### config.mk
export PLATFORM = sky130hd
export DESIGN_NAME = mips_fetch_unit
export DESIGN_NICKNAME = d
export VERILOG_FILES = /design/src/rtl/mips_pkg.sv /design/src/rtl/mips_next_pc.sv /design/src/rtl/mips_fetch_unit.sv
export SDC_FILE = /design/constraint.sdc
export NUM_CORES = 1
export LEC_CHECK = 0
export ABC_AREA = 1
export BUFFER_PORTS_ARGS = -buffer_cell sky130_fd_sc_hd__buf_4
export CAP_MARGIN = 20
export CORE_ASPECT_RATIO = 0.5
export CORE_MARGIN = 2
export CORE_UTILIZATION = 52
export CTS_BUF_LIST = sky130_fd_sc_hd__clkbuf_8
export CTS_CLUSTER_SIZE = 40
export DETAILED_ROUTE_END_ITERATION = 8
export PLACE_DENSITY = 0.88
export SETUP_SLACK_MARGIN = 0.1
export SLEW_MARGIN = 40
export SYNTH_ARGS = -nofsm -noshare
export SYNTH_HDL_FRONTEND = slang
export SYNTH_SLANG_ARGS = --single-unit
### constraint.sdc
create_clock -name clk -period 3.3 [get_ports clk]
set_input_delay 0.825 -clock clk [delete_from_list [all_inputs] [get_ports clk]]
set_output_delay 0.825 -clock clk [all_outputs]
set_load 0.05 [all_outputs]
### src/rtl/mips_pkg.sv
// rtl/mips_pkg.sv - shared types, widths and helpers for the MIPS fetch path
package mips_pkg;

  localparam int INSTR_W      = 32;
  localparam int JUMP_FIELD_W = 26;

  typedef enum logic [1:0] {
    IDLE = 2'd0,
    REQ  = 2'd1,
    HOLD = 2'd2
  } fetch_state_t;

  function automatic logic [31:0] word_align(input logic [31:0] addr);
    return {addr[31:2], 2'b00};
  endfunction

endpackage

### src/rtl/mips_next_pc.sv
// rtl/mips_next_pc.sv - combinational next-PC and redirect decision for a consumed instruction
module mips_next_pc
  import mips_pkg::*;
#(
  parameter int ADDR_W = 8
) (
  input  logic [ADDR_W-1:0]       pc,
  input  logic                    branch,
  input  logic                    zero,
  input  logic [31:0]             seimm,
  input  logic                    jump,
  input  logic [JUMP_FIELD_W-1:0] jump_value,
  output logic [ADDR_W-1:0]       next_pc,
  output logic                    taken
);

  logic [ADDR_W-1:0] pc4;
  logic [31:0]       pc4_w;
  logic [31:0]       jump_w;
  logic [31:0]       branch_w;
  logic              unused_bits;

  assign pc4      = pc + ADDR_W'(4);
  assign pc4_w    = 32'(pc4);
  // Targets are formed at full 32-bit width, then cut down to the PC width.
  assign jump_w   = word_align({pc4_w[31:28], jump_value, 2'b00});
  assign branch_w = pc4_w + (seimm << 2);

  assign taken   = jump | (branch & zero);
  assign next_pc = jump            ? jump_w[ADDR_W-1:0]   :
                   (branch & zero) ? branch_w[ADDR_W-1:0] : pc4;

  assign unused_bits = ^{jump_w, branch_w};

endmodule

### src/rtl/mips_fetch_unit.sv
// rtl/mips_fetch_unit.sv - PC sequencer and instruction fetch with valid/ready output register
// Define MIPS_FETCH_PREFETCH_EN to add a 1-entry prefetch buffer that keeps fetching while decode stalls.
module mips_fetch_unit
  import mips_pkg::*;
#(
  parameter int          ADDR_W   = 8,
  parameter logic [31:0] RESET_PC = 32'h0
) (
  input  logic                    clk,
  input  logic                    reset,
  output logic                    imem_req,
  output logic [ADDR_W-1:0]       imem_addr,
  input  logic                    imem_ack,
  input  logic [INSTR_W-1:0]      imem_rdata,
  output logic                    instr_valid,
  input  logic                    instr_ready,
  output logic [INSTR_W-1:0]      instr,
  output logic [ADDR_W-1:0]       instr_pc,
  input  logic                    Branch,
  input  logic                    Zero,
  input  logic [31:0]             SEImm,
  input  logic                    Jump,
  input  logic [JUMP_FIELD_W-1:0] JumpValue,
  output logic                    redirect
);

  localparam logic [ADDR_W-1:0] RST_PC = RESET_PC[ADDR_W-1:0];

  fetch_state_t      state, state_next;
  logic [ADDR_W-1:0] fetch_pc;
  logic [ADDR_W-1:0] pend_pc;
  logic [ADDR_W-1:0] target;
  logic              inflight;
  logic              discard;
  logic              taken;
  logic              consume;
  logic              redirect_now;
  logic              ack_fire;
  logic              stale;
  logic              accept;
  logic              out_free;
  logic              can_issue;

`ifdef MIPS_FETCH_PREFETCH_EN
  logic               pbuf_valid;
  logic [INSTR_W-1:0] pbuf_instr;
  logic [ADDR_W-1:0]  pbuf_pc;
`endif

  mips_next_pc #(.ADDR_W(ADDR_W)) u_next_pc (
    .pc         (instr_pc),
    .branch     (Branch),
    .zero       (Zero),
    .seimm      (SEImm),
    .jump       (Jump),
    .jump_value (JumpValue),
    .next_pc    (target),
    .taken      (taken)
  );

  assign consume      = instr_valid & instr_ready;
  assign redirect_now = consume & taken;
  assign out_free     = !instr_valid || instr_ready;
  assign ack_fire     = imem_req & imem_ack;
  // A response is stale if its request predates a redirect.
  assign stale        = discard | redirect_now;
  assign accept       = ack_fire & !stale;

`ifdef MIPS_FETCH_PREFETCH_EN
  assign can_issue = 1'b1;
`else
  assign can_issue = out_free;
`endif

  // Once raised, the request is held by inflight so imem_addr stays put until ack.
  assign imem_req  = (state == REQ) && (inflight || can_issue);
  assign imem_addr = fetch_pc;

  always_ff @(posedge clk or posedge reset) begin
    if (reset) state <= IDLE;
    else       state <= state_next;
  end

  always_comb begin
    state_next = state;
    case (state)
      IDLE: state_next = REQ;
      REQ: begin
`ifdef MIPS_FETCH_PREFETCH_EN
        if (accept && !out_free) state_next = HOLD;
`endif
      end
      HOLD: if (consume) state_next = REQ;
      default: state_next = IDLE;
    endcase
  end

  always_ff @(posedge clk or posedge reset) begin
    if (reset) begin
      fetch_pc    <= RST_PC;
      pend_pc     <= RST_PC;
      inflight    <= 1'b0;
      discard     <= 1'b0;
      instr_valid <= 1'b0;
      instr       <= '0;
      instr_pc    <= '0;
      redirect    <= 1'b0;
`ifdef MIPS_FETCH_PREFETCH_EN
      pbuf_valid  <= 1'b0;
      pbuf_instr  <= '0;
      pbuf_pc     <= '0;
`endif
    end else begin
      redirect <= redirect_now;

      if (ack_fire) begin
        inflight <= 1'b0;
        discard  <= 1'b0;
        if (stale) fetch_pc <= redirect_now ? target : pend_pc;
        else       fetch_pc <= fetch_pc + ADDR_W'(4);
      end else begin
        if (imem_req) inflight <= 1'b1;
        // Let the outstanding request finish; park the target until its ack.
        if (redirect_now && imem_req) begin
          discard <= 1'b1;
          pend_pc <= target;
        end else if (redirect_now) begin
          fetch_pc <= target;
        end
      end

      if (accept && out_free) begin
        instr_valid <= 1'b1;
        instr       <= imem_rdata;
        instr_pc    <= fetch_pc;
      end
`ifdef MIPS_FETCH_PREFETCH_EN
      else if (accept) begin
        pbuf_valid <= 1'b1;
        pbuf_instr <= imem_rdata;
        pbuf_pc    <= fetch_pc;
      end else if (consume && pbuf_valid && !redirect_now) begin
        instr      <= pbuf_instr;
        instr_pc   <= pbuf_pc;
        pbuf_valid <= 1'b0;
      end
`endif
      else if (consume) begin
        instr_valid <= 1'b0;
      end

`ifdef MIPS_FETCH_PREFETCH_EN
      if (redirect_now) pbuf_valid <= 1'b0;
`endif
    end
  end

endmodule

; ---- Word level (Yosys, flattened, before mapping)
; Index checks and enable logic that the tools add are counted.
[word_totals]
latch_bits = 0
regBits = 62
inputBits = 97
out_inout_bits = 51
mem_bits_ro = 0
word_cells = 55
ramBits = 0
n_memories = 0
[op_classes]
bitwise_logic = 9
shifts = 0
eq_ne = 4
add_sub_neg = 3
div = 0
n_mux = 15
n_reduce_logical = 15
n_lt_le_gt_ge = 0
n_mul = 0
[ops]
columns = operator, count
row1 = $mux W8, 7
row2 = $add A8 B3 Y8 const B, 2
row3 = $add A8 B8 Y8, 1
row4 = $reduce_bool A2 Y1, 4
row5 = $mux W1, 6
row6 = $pmux W2 S3, 1
row7 = $reduce_and A2 Y1, 3
row8 = $and A1 B1 Y1, 5
row9 = $ne A2 B2 Y1 const B, 2
row10 = $logic_and A1 B1 Y1, 3
row11 = $eq A2 B1 Y1 const B, 1
row12 = $eq A2 B2 Y1 const B, 1
row13 = $logic_not A1 Y1, 2
row14 = $logic_not A2 Y1, 1
row15 = $logic_or A1 B1 Y1, 2
row16 = $mux W2, 1
row17 = $not A1 Y1, 2
row18 = $or A1 B1 Y1, 2

; ---- Logic depth before layout (Yosys ltp)
; Gate-level depths: netlist of the first run.
[logic_depth]
ltp_word = 8
ltp_mapped = 15
ltp_nobuf = 15

; ---- Cells and area by module
; From an unflattened synthesis of the first run, not the netlist that was laid out.
[hier_totals]
hier_cells = 418
area_unflattened_um2 = 3404.5
[by_module_without_submodules]
columns = mod, cells_each, area_per_inst_um2, instances
row1 = mips_fetch_unit, 339, 2952.8, 1
row2 = mips_next_pc, 79, 451.7, 1

; ---- Worst setup path after synthesis of the first run
; No wires, ideal clock.
[synth_path]
path_type = register to register
from = register instr_pc[2]
to = register fetch_pc[6], in the netlist imem_addr[6]
t_required_ns = 3.182
setup_time_ns = 0.118
n_path_buf = 0
period_less_slack_ns = 2.332
arrival_ns = 2.213
path_slack_ns = 0.968
path_stages_with_launch = 14
cell_sequence = dfrtp_1 -> inv_1 -> nor2_1 -> xnor2_1 -> inv_1 -> ha_1 -> a21oi_1 -> a21oi_1 -> o21ai_0 -> nand3_1 -> nand2_1 -> nand2_1 -> nand2_1 -> nand2_1
[synth_via]
elab_chain_len = 7
word_cells_on_any_way = 9
classes_between = 2 x add/sub / 7 x mux
[synth_rtl]
columns = item, line_no
row1 = from (decl), mips_fetch_unit.sv:18  ; output logic [ADDR_W-1:0] instr_pc,
row2 = from (signal assigned), mips_fetch_unit.sv:135  ; instr_pc <= fetch_pc;
row3 = $add A8 B3 Y8 *, mips_next_pc.sv:23  ; assign pc4 = pc + ADDR_W'(4);
row4 = $add A8 B8 Y8, mips_next_pc.sv:27  ; assign branch_w = pc4_w + (seimm << 2);
row5 = $mux W8 *, mips_next_pc.sv:31  ; (branch & zero) ? branch_w[ADDR_W-1:0] : pc4;
row6 = $mux W8 *, mips_next_pc.sv:30  ; assign next_pc = jump ? jump_w[ADDR_W-1:0] :
row7 = $mux W8 (on tied branches), "mips_fetch_unit.sv:127, mips_fetch_unit.sv:119"
row8 = $mux W8 (on tied branches), "mips_fetch_unit.sv:124, mips_fetch_unit.sv:119"
row9 = $mux W8 *, mips_fetch_unit.sv:116  ; if (ack_fire) begin
row10 = to (signal assigned), mips_fetch_unit.sv:119  ; if (stale) fetch_pc <= redirect_now ? target : pend_pc;
row11 = to (signal assigned), mips_fetch_unit.sv:120  ; else fetch_pc <= fetch_pc + ADDR_W'(4);
row12 = to (signal assigned), mips_fetch_unit.sv:128  ; fetch_pc <= target;
row13 = to (decl), mips_fetch_unit.sv:30  ; logic [ADDR_W-1:0] fetch_pc;
; Every way passes the cells marked *; elsewhere a longest branch is shown, timed or not. The select of a mux whose other input is x is not followed.
; A chain may end at the register's enable or synchronous reset.

; ---- Final worst setup path of the first run
; Ends and elaborated chain as after synthesis.

==> results.py, run 1 <==
metrics = {
    "synth": {
        "synth.net_count": 407,
        "synthTopCellsByArea": "dfrtp_1 49%, mux2_4 15%, nand2_1 7.4%, inv_1 3.2%, ha_1 3.2%",
        "yosysTopAreaCellShare_pct": 48.5,
        "syn_avg_cell_area_um2": 10.5,
        "yosysWarnings": 0,
        "synth_area_mm2": 0.00315,
        "ys_types": 39,
        "yosys.area.top_type": "dfrtp_1",
        "synth_seq_cells": 61,
        "netlist_instances": 301,
        "synth-seq-area-share_pct": 48.5,
    },
    "clock_tree": {
        "clk_pin_slew_worst_paths_ps": 70,
        "clkLatencyLatePin_ps": 330,
        "post_cts_buffers": 0,
        "root_buffer": "clkbuf_8",
        "numCtsBuffers": 9,
        "cts_tree": "yes",
        "htreeDepth": 3,
        "cts_hold_buf": 0,
        "cts_sinks": 61,
        "cts_buffer_depth": 2,
        "ctsResizeCount": 0,
    },
    "grt": {
        "grt_pass1_vias": 2416,
        "overflow": 0,
        "grt_pass1_wl_um": 11500,
        "grt_usage_pct": 22.3,
        "antenna_found_initial": 0,
        "grt_start_max_net_pins": 34,
    },
    "pwr": {
        "power.density_mw_per_mm2": 885,
        "total_power_mw": 3.66,
        "ir_worst_vdd_uv": 487,
        "power_leakage_nw": 2.20,
    },
    "timing": {
        "whs_ps": 492,
        "tightest_slew_ps": 668,
        "clock-skew-final_ps": 7.87,
        "rsz0062_at_grt": "false",
        "min_period_ps": 2480,
        "fin_tns_setup_ps": 0,
        "fin_crit_sh_pct": 75.1,
        "setup_viol": 0,
        "hold_viol_final": 0,
        "max_freq_ghz": 0.403,
        "max-slew-margin-rel_pct": 55.4,
        "drv_slew": 0,
    },
    "cells_and_area": {
        "syn2layout_area_growth_pct": 31.7,
        "diodes": 0,
        "nFillCells": 395,
        "final_util_pct": 73.2,
        "final_cell_mix": "103 x buf_4, 62 x nand2_1, 61 x dfrtp_1",
        "layout-drive-gt1-share_pct": 41.4,
        "final_common_cell": "buf_4",
        "nNetsFinal": 516,
    },
    "placement": {
        "gp_congestion": 0.857,
        "place_hpwl_um": 5640,
        "portBuffers": 101,
    },
    "min_path": {
        "worst_hold_path_type": "flip-flop to flip-flop",
        "min_delay_path_depth": 2,
    },
    "floorplanning": {
        "initial_core_util_pct": 55.6,
        "die_h_um": 59.0,
        "dieWidth_um": 114,
        "fp.dieArea_mm2": 0.00672,
        "fp.coreArea_mm2": 0.00566,
        "ios": 148,
        "rows": 19,
    },
    "outcome": {
        "outcome": "finished, final reports clean",
    },
    "setup_path": {
        "worstPathArrival_ps": 2710,
        "end_kind": "flip-flop",
        "cp-startpoint": "instr_pc[2]",
        "path_class": "flip-flop to flip-flop",
        "r2r-start": "instr_pc[2]",
        "worstRegToRegCells": 13,
        "reg2reg_to": "imem_addr[6]",
        "critPathCapture": "imem_addr[6]",
        "cp_max_fo": 6,
        "worst_setup_path_start_kind": "flip-flop",
        "cp.required_ps": 3530,
        "ff2ff_setup_slack_ps": 820,
    },
    "routing": {
        "top_layer": "met4",
        "viasPerCell": 5.20,
        "wirelength_um": 7400,
        "wl_met2_um": 3750,
        "final_antenna_net_count": 0,
        "wl_per_cell_um": 15.2,
        "drt_first_pass_iters": 4,
        "wl_met3_um": 471,
        "dr_total_vias": 2537,
        "drtIter0Drc": 172,
        "wl_met1_um": 3120,
        "drcViolationCount": 0,
    },
    "flow_run": {
        "cap_viol_max_count": 0,
    },
}
==> state kept, by name, indices dropped and copies added (netlist names) <==
name and flops:
imem_addr 8, instr_pc 8, instr 32, state 1, redirect 1, pend_pc 8, instr_valid 1, discard 1
inflight 1
==> where the power goes <==
group / internal, mW / switching [mW] / total [mW]
Combinational: 0.686 / 1.23 / 1.92
Clock: 0.289 / 0.289 / 0.578
Sequential: 0.985 / 0.184 / 1.17
==> through the flow <==
| stage | setup slack (ps) | cells | instance area [um2] |
|---|---|---|---|
| 2_1_floorplan | 962 | 301 | 3150 |
| 3_3_place_gp | 620 | 472 | 3970 |
| 3_5_place_dp | 571 | 472 | 3970 |
| 4_1_cts | 904 | 488 | 4140 |
| 5_1_grt | 617 | 488 | 4140 |
| 6_report | 821 | 488 | 4140 |
==> layout make-up <==
| type | instances | area, um2 | area share, % |
|---|---|---|---|
| inverter | 32 | 125 | 3.02 |
| sequential | 61 | 1530 | 36.9 |
| multi-input combinational | 202 | 1430 | 34.5 |
| timing repair buffer | 104 | 793 | 19.2 |
| clock buffer | 10 | 138 | 3.32 |
| tap | 73 | 91.3 | 2.21 |
| clock inverter | 6 | 38.8 | 0.937 |
==> worst min path at each step <==
stage                          start         end
after global routing      pend_pc[7]  pend_pc[7]
after floorplan           pend_pc[5]  pend_pc[5]
after CTS                 pend_pc[5]  pend_pc[5]
after detailed placement  pend_pc[5]  pend_pc[5]
after global placement    pend_pc[7]  pend_pc[7]
final                     pend_pc[2]  pend_pc[2]
==> cell usage after synthesis <==
cell type	number
nand2_1	62
dfrtp_1	61
mux2_4	32
inv_1	27
nand3_1	18
nor2_1	17
o21ai_0	16
ha_1	8
a21oi_1	7
o21ai_1	6
buf_6	4
inv_2	3
nand2_2	3
o211ai_1	3
xnor2_1	3
xor2_1	3
a21oi_2	2
inv_4	2
nand4_1	2
o221ai_1	2
o22ai_1	2
a21o_1	1
a21oi_4	1
a22oi_1	1
a31oi_1	1
buf_2	1
buf_8	1
conb_1	1
fa_1	1
nand2_4	1
nand3_2	1
nand3_4	1
nor2_2	1
nor2_4	1
nor3_1	1
o21ai_2	1
o21ai_4	1
o2bb2ai_1	1
or2_2	1
==> metal layers <==
layer	up-vias	track usage, %
met5	-	0
met4	0	7.84
met3	8	5.01
met2	106	38.4
met1	1201	28.5
li1	1222	-
==> cells by family after synthesis <==
kind of cell	count (synthesis)	share of synthesized area, %
and+or+nand+nor	109	15.4
DFF	61	48.5
AOI/OAI and AO/OA	45	9.11
buffers and inverters	38	6.05
muxes	32	15.3
adders and majority gates	9	3.82
xor gates and xnor gates	6	1.67
other	1	0.119
==> critical path, stage by stage, from the launching register on <==
cell	delay, ps
dfrtp_1	440
ha_1	260
xnor2_1	200
inv_1	70
ha_1	330
nand3_1	110
nand3_1	100
nand2_1	50
o21ai_0	440
nand3_1	130
nand2_1	100
nand2_1	50
nand2_1	60
nand2_1	40
(Power assumes the default switching activity.)
==> inputs of run 2 (changes only) <==
Settings changed: CORE_UTILIZATION 52 to 44, PLACE_DENSITY 0.88 to 0.79.
Clock period 3.3 ns to 2.1 ns, I/O delays scaled along.
==> run 2 against run 1 <==
Against the previous run: total power increased by 77%; sequential share of layout area decreased by 3.4 points; combinational power increased by 85%; clock skew decreased by 0.73 ps; sequential cell count unchanged; highest routed layer unchanged.
==> results.py, run 2 (synthesized netlist as in run 1, its figures left out) <==
metrics = {
    "cells_and_area": {
        "nNetsFinal": 542,
        "largest_register_ffs": 32,
        "layout-drive-gt1-share_pct": 51.7,
        "final_cell_mix": "127 x buf_4, 60 x nand2_1, 57 x dfrtp_1",
        "regMostFlops": "instr",
        "final_common_cell": "buf_4",
        "diodes": 0,
        "fin_cells": 533,
        "syn2layout_area_growth_pct": 45.3,
    },
    "placement": {
        "place_inst": 511,
        "gp_congestion": 0.885,
        "portBuffers": 101,
        "place_hpwl_um": 5580,
    },
    "clock_tree": {
        "clk_pin_slew_worst_paths_ps": 70,
        "cts_sinks": 61,
        "numCtsBuffers": 9,
        "root_buffer": "clkbuf_8",
        "cts_tree": "yes",
        "htreeDepth": 3,
        "clkLatencyLatePin_ps": 340,
        "cts_buffer_depth": 2,
    },
    "grt": {
        "grt_pass1_vias": 2686,
        "grt_usage_pct": 20.8,
        "grt_start_max_net_pins": 33,
        "grt_pass1_wl_um": 12600,
        "overflow": 0,
        "antenna_found_initial": 0,
    },
    "timing": {
        "hold_viol_final": 0,
        "clock-skew-final_ps": 7.15,
        "min_period_ps": 2080,
        "drv_slew": 0,
        "rsz0062_at_grt": "true",
        "max_freq_ghz": 0.482,
        "fin_crit_sh_pct": 98.9,
        "setup_viol": 0,
        "fin_tns_setup_ps": 0,
    },
    "floorplanning": {
        "fp.dieArea_mm2": 0.00788,
        "fp.coreArea_mm2": 0.00681,
        "ios": 148,
        "initial_core_util_pct": 46.2,
        "dieWidth_um": 124,
        "rows": 21,
        "die_h_um": 63.8,
    },
    "pwr": {
        "total_power_mw": 6.48,
        "ir_worst_vdd_uv": 554,
        "power.density_mw_per_mm2": 1420,
        "power_leakage_nw": 2.38,
    },
    "setup_path": {
        "ff2ff_setup_slack_ps": 20,
        "crit_chain": "ha_4, nand3_2, xor2_2, inv_2, ha_4, nand2_2, inv_2, nand3_2, nand3_2, nand3_1, nand2_1, nand3_2, nand3_1, nand2_1",
        "cp.required_ps": 2330,
        "slowest_stage": "dfrtp_2",
        "reg2reg_to": "pend_pc[7]",
        "path_class": "flip-flop to flip-flop",
        "max_stage_delay_ps": 440,
        "cp_max_fo": 4,
        "worst_setup_path_start_kind": "flip-flop",
        "end_kind": "flip-flop",
        "r2r-start": "instr_pc[3]",
        "path_common_cell": "nand3_2",
        "worstRegToRegCells": 14,
        "worstPathArrival_ps": 2310,
    },
    "routing": {
        "final_antenna_net_count": 0,
        "viasPerCell": 4.92,
        "drcViolationCount": 0,
        "drt_first_pass_iters": 5,
        "wl_per_cell_um": 14.6,
        "dr_total_vias": 2622,
        "drtIter0Drc": 88,
        "wirelength_um": 7780,
    },
    "flow_run": {
        "cap_viol_max_count": 0,
    },
    "outcome": {
        "outcome": "finished, final reports clean",
    },
    "min_path": {
        "worst_hold_path_type": "input port to asynchronous set/reset pin",
    },
}
## run 2: how the worst max path moves through the flow
stage,cells after the start,from,slack (ps),end
2_1_floorplan,13,instr_pc[2],-30,imem_addr[6]
3_3_place_gp,12,SEImm[0],-70,imem_addr[6]
3_5_place_dp,14,instr_pc[3],-70,imem_addr[6]
4_1_cts,14,instr_pc[3],30,pend_pc[7]
5_1_grt,15,instr_pc[2],-110,imem_addr[7]
6_report,14,instr_pc[3],20,pend_pc[7]
## run 2: worst max-delay path, delay by kind of cell, from the launching register on
kind | cells | cell delay [ps]
AND/OR/NAND/NOR | 9 | 740
adder cells (fa/ha/maj) | 2 | 470
flip-flops | 1 | 440
XOR/XNOR | 1 | 200
buffers and inverters | 2 | 100
## run 2: per-stage QoR
step	util, %	hold WS (ps)	instance area [um2]	setup WS, ps
floorplan	-	449	3190	-25.4
global placement	61.8	464	4210	-70.7
detailed placement	61.8	466	4210	-69.4
CTS	65.9	278	4480	34.6
global route	67.2	312	4570	-106
finish	67.2	278	4570	23.2
## run 2: per-layer routing
layer / wire length (um) / vias to the layer above / global-route usage [%] / share of wire (%)
met5: 0 / - / 0 / 0
met1: 3290 / 1247 / 26.3 / 42
met4: 107 / 0 / 8.38 / 1.4
met3: 448 / 11 / 3.93 / 5.8
li1: - / 1268 / - / -
met2: 3940 / 96 / 35.4 / 51
## run 2: power breakdown
part | internal, mW | total [mW] | switching (mW)
sequential | 1.55 | 1.84 | 0.284
clock | 0.653 | 1.10 | 0.447
combinational | 1.44 | 3.55 | 2.10
total | 3.65 | 6.48 | 2.83
## run 2: final cells by class
cell class / instances / area (um2)
clock buffers: 9 / 124
repair buffers: 130 / 1010
well taps: 92 / 115
multi-input cells: 202 / 1580
flip-flops and latches: 61 / 1530
fillers: 512 / 2230
clock inverters: 7 / 82.6
inverters: 32 / 129
## run 2: timing repair
| item | 4_1_cts | 5_1_grt |
|---|---|---|
| pin swaps | 3 | 9 |
| endpoints found under the hold margin | 0 | 0 |
| setup buffers | 2 | 4 |
| setup endpoints to repair | 7 | 7 |
| gates resized for setup | 11 | 13 |
| hold buffers | 0 | 0 |
==> inputs of run 3 (changes only) <==
Settings changed: CTS_CLUSTER_DIAMETER set to 80, PLACE_DENSITY 0.79 to 0.82.
==> run 3 against run 2 <==
Against the previous run: largest cell class unchanged; worst hold slack lost 58 ps; first-iteration DRC count grew 41%; clock power shrank 9%; cell area shrank 1.8%; sequential power is essentially flat; total power shrank 3.9%; setup slack gained 15 ps; clock-buffer cell count grew 1; sequential cell count is the same; critical path depth is the same; non-clock buffer count shrank 7; sequential share of layout area grew 0.63 points.
==> results.py, run 3 (synthesized netlist as in run 1, its figures left out) <==
metrics = {
    "outcome": {
        "outcome": "finished, final reports clean",
    },
    "cells_and_area": {
        "fin_cells": 526,
        "regMostFlops": "instr",
        "layout-drive-gt1-share_pct": 49.5,
        "diodes": 0,
        "multi_input_area_mm2": 0.00156,
        "nFillCells": 534,
        "largest_register_ffs": 32,
        "final_common_cell": "buf_4",
        "syn2layout_area_growth_pct": 42.6,
        "seq_area_mm2": 0.00153,
        "nNetsFinal": 535,
        "final_cell_mix": "120 x buf_4, 61 x nand2_1, 57 x dfrtp_1",
        "final_util_pct": 65.9,
        "post-route-cell-area_mm2": 0.00449,
    },
    "setup_path": {
        "worstPathArrival_ps": 2290,
        "cp.required_ps": 2320,
        "path_class": "flip-flop to flip-flop",
        "r2r-start": "instr_pc[2]",
        "worst_setup_path_start_kind": "flip-flop",
        "cp_max_fo": 4,
        "cp-startpoint": "instr_pc[2]",
        "end_kind": "flip-flop",
    },
    "routing": {
        "viasPerCell": 4.87,
        "final_antenna_net_count": 0,
        "wirelength_um": 7330,
        "wl_per_cell_um": 13.9,
        "dr_total_vias": 2563,
        "drcViolationCount": 0,
        "drt_first_pass_iters": 4,
        "drtIter0Drc": 124,
    },
    "floorplanning": {
        "dieWidth_um": 124,
        "fp.coreArea_mm2": 0.00681,
        "fp.dieArea_mm2": 0.00788,
        "initial_core_util_pct": 46.2,
        "rows": 21,
        "die_h_um": 63.8,
        "ios": 148,
    },
    "clock_tree": {
        "clkLatencyLatePin_ps": 330,
        "htreeDepth": 3,
        "numCtsBuffers": 9,
        "cts_buffer_depth": 2,
        "cts_hold_buf": 0,
        "cts_tree": "yes",
        "root_buffer": "clkbuf_8",
        "cts_sinks": 61,
        "clk_pin_slew_worst_paths_ps": 70,
    },
    "placement": {
        "place_inst": 506,
        "place_hpwl_um": 5440,
        "portBuffers": 101,
        "placed_cell_area_mm2": 0.00417,
        "gp_congestion": 0.872,
    },
    "timing": {
        "fin_crit_sh_pct": 98.2,
        "max_freq_ghz": 0.485,
        "min_period_ps": 2060,
        "hold_viol_final": 0,
        "setup_viol": 0,
        "clock-skew-final_ps": 5.23,
        "drv_slew": 0,
        "rsz0062_at_grt": "true",
    },
    "flow_run": {
        "cap_viol_max_count": 0,
    },
    "grt": {
        "grt_pass1_vias": 2505,
        "overflow": 0,
        "grt_usage_pct": 19.7,
        "grt_start_max_net_pins": 23,
        "grt_pass1_wl_um": 11900,
        "antenna_found_initial": 0,
    },
    "pwr": {
        "power.density_mw_per_mm2": 1390,
        "power_leakage_nw": 2.33,
        "total_power_mw": 6.23,
        "ir_worst_vdd_uv": 753,
    },
    "min_path": {
        "worst_hold_path_type": "input port to asynchronous set/reset pin",
    },
}
-- run 3: layer usage --
| layer | part of all wire, % | vias up | GRT usage [%] |
|---|---|---|---|
| li1 | - | 1257 | - |
| met1 | 44 | 1230 | 25.2 |
| met2 | 50 | 66 | 33.4 |
| met3 | 4.7 | 10 | 4.11 |
| met4 | 1.2 | 0 | 6.39 |
| met5 | 0 | - | 0 |
-- run 3: cell type report --
class	instances	area share, %
Tap cell	92	2.57
Clock buffer	10	3.07
Inverter	32	2.87
Timing Repair Buffer	123	21.4
Multi-Input combinational cell	202	34.7
Clock inverter	6	1.23
Sequential cell	61	34.1
-- run 3: where the power goes --
group          total [mW]  switching, mW  internal (mW)
clock network        1.00          0.435          0.567
logic                3.38           2.04           1.35
registers            1.85          0.296           1.55
total                6.23           2.77           3.47
-- run 3: critical path: stages, from the launching register on --
cell and delay (ps):
dfrtp_2 450, ha_4 200, xnor2_4 190, inv_2 60, ha_4 280, nand3_2 80
nand3_1 80, nand2_1 50, o21ai_1 160, buf_4 150, nand3_1 60, nand2_1 60
inv_1 40, nand2_1 50, nand2_1 40
-- run 3: timing repair --
item	CTS	global route
pin swaps	2	8
setup endpoints to repair	8	7
gates resized for setup	13	6
setup buffers	3	1
hold endpoints to repair	0	0
-- run 3: final timing paths --
path	endpoint	slack, ps	depth (start not counted)
worst max-delay path	imem_addr[6]	40	14
worst min-delay path	instr[21]	220	2
worst max register to register	imem_addr[6]	40	14
worst min register to register	pend_pc[7]	490	2
max in group asynchronous	instr[26]	1270	3
min in group clk	instr[30]	420	2
-- run 3: stage by stage --
step	setup WS, ps	hold WS [ps]	setup TNS, ps
floorplan	-25.4	449	-25.4
global placement	-37.5	468	-108
detailed placement	-46.1	473	-85.4
CTS	78.6	223	0
global route	-75.6	229	-166
finish	38.5	220	0
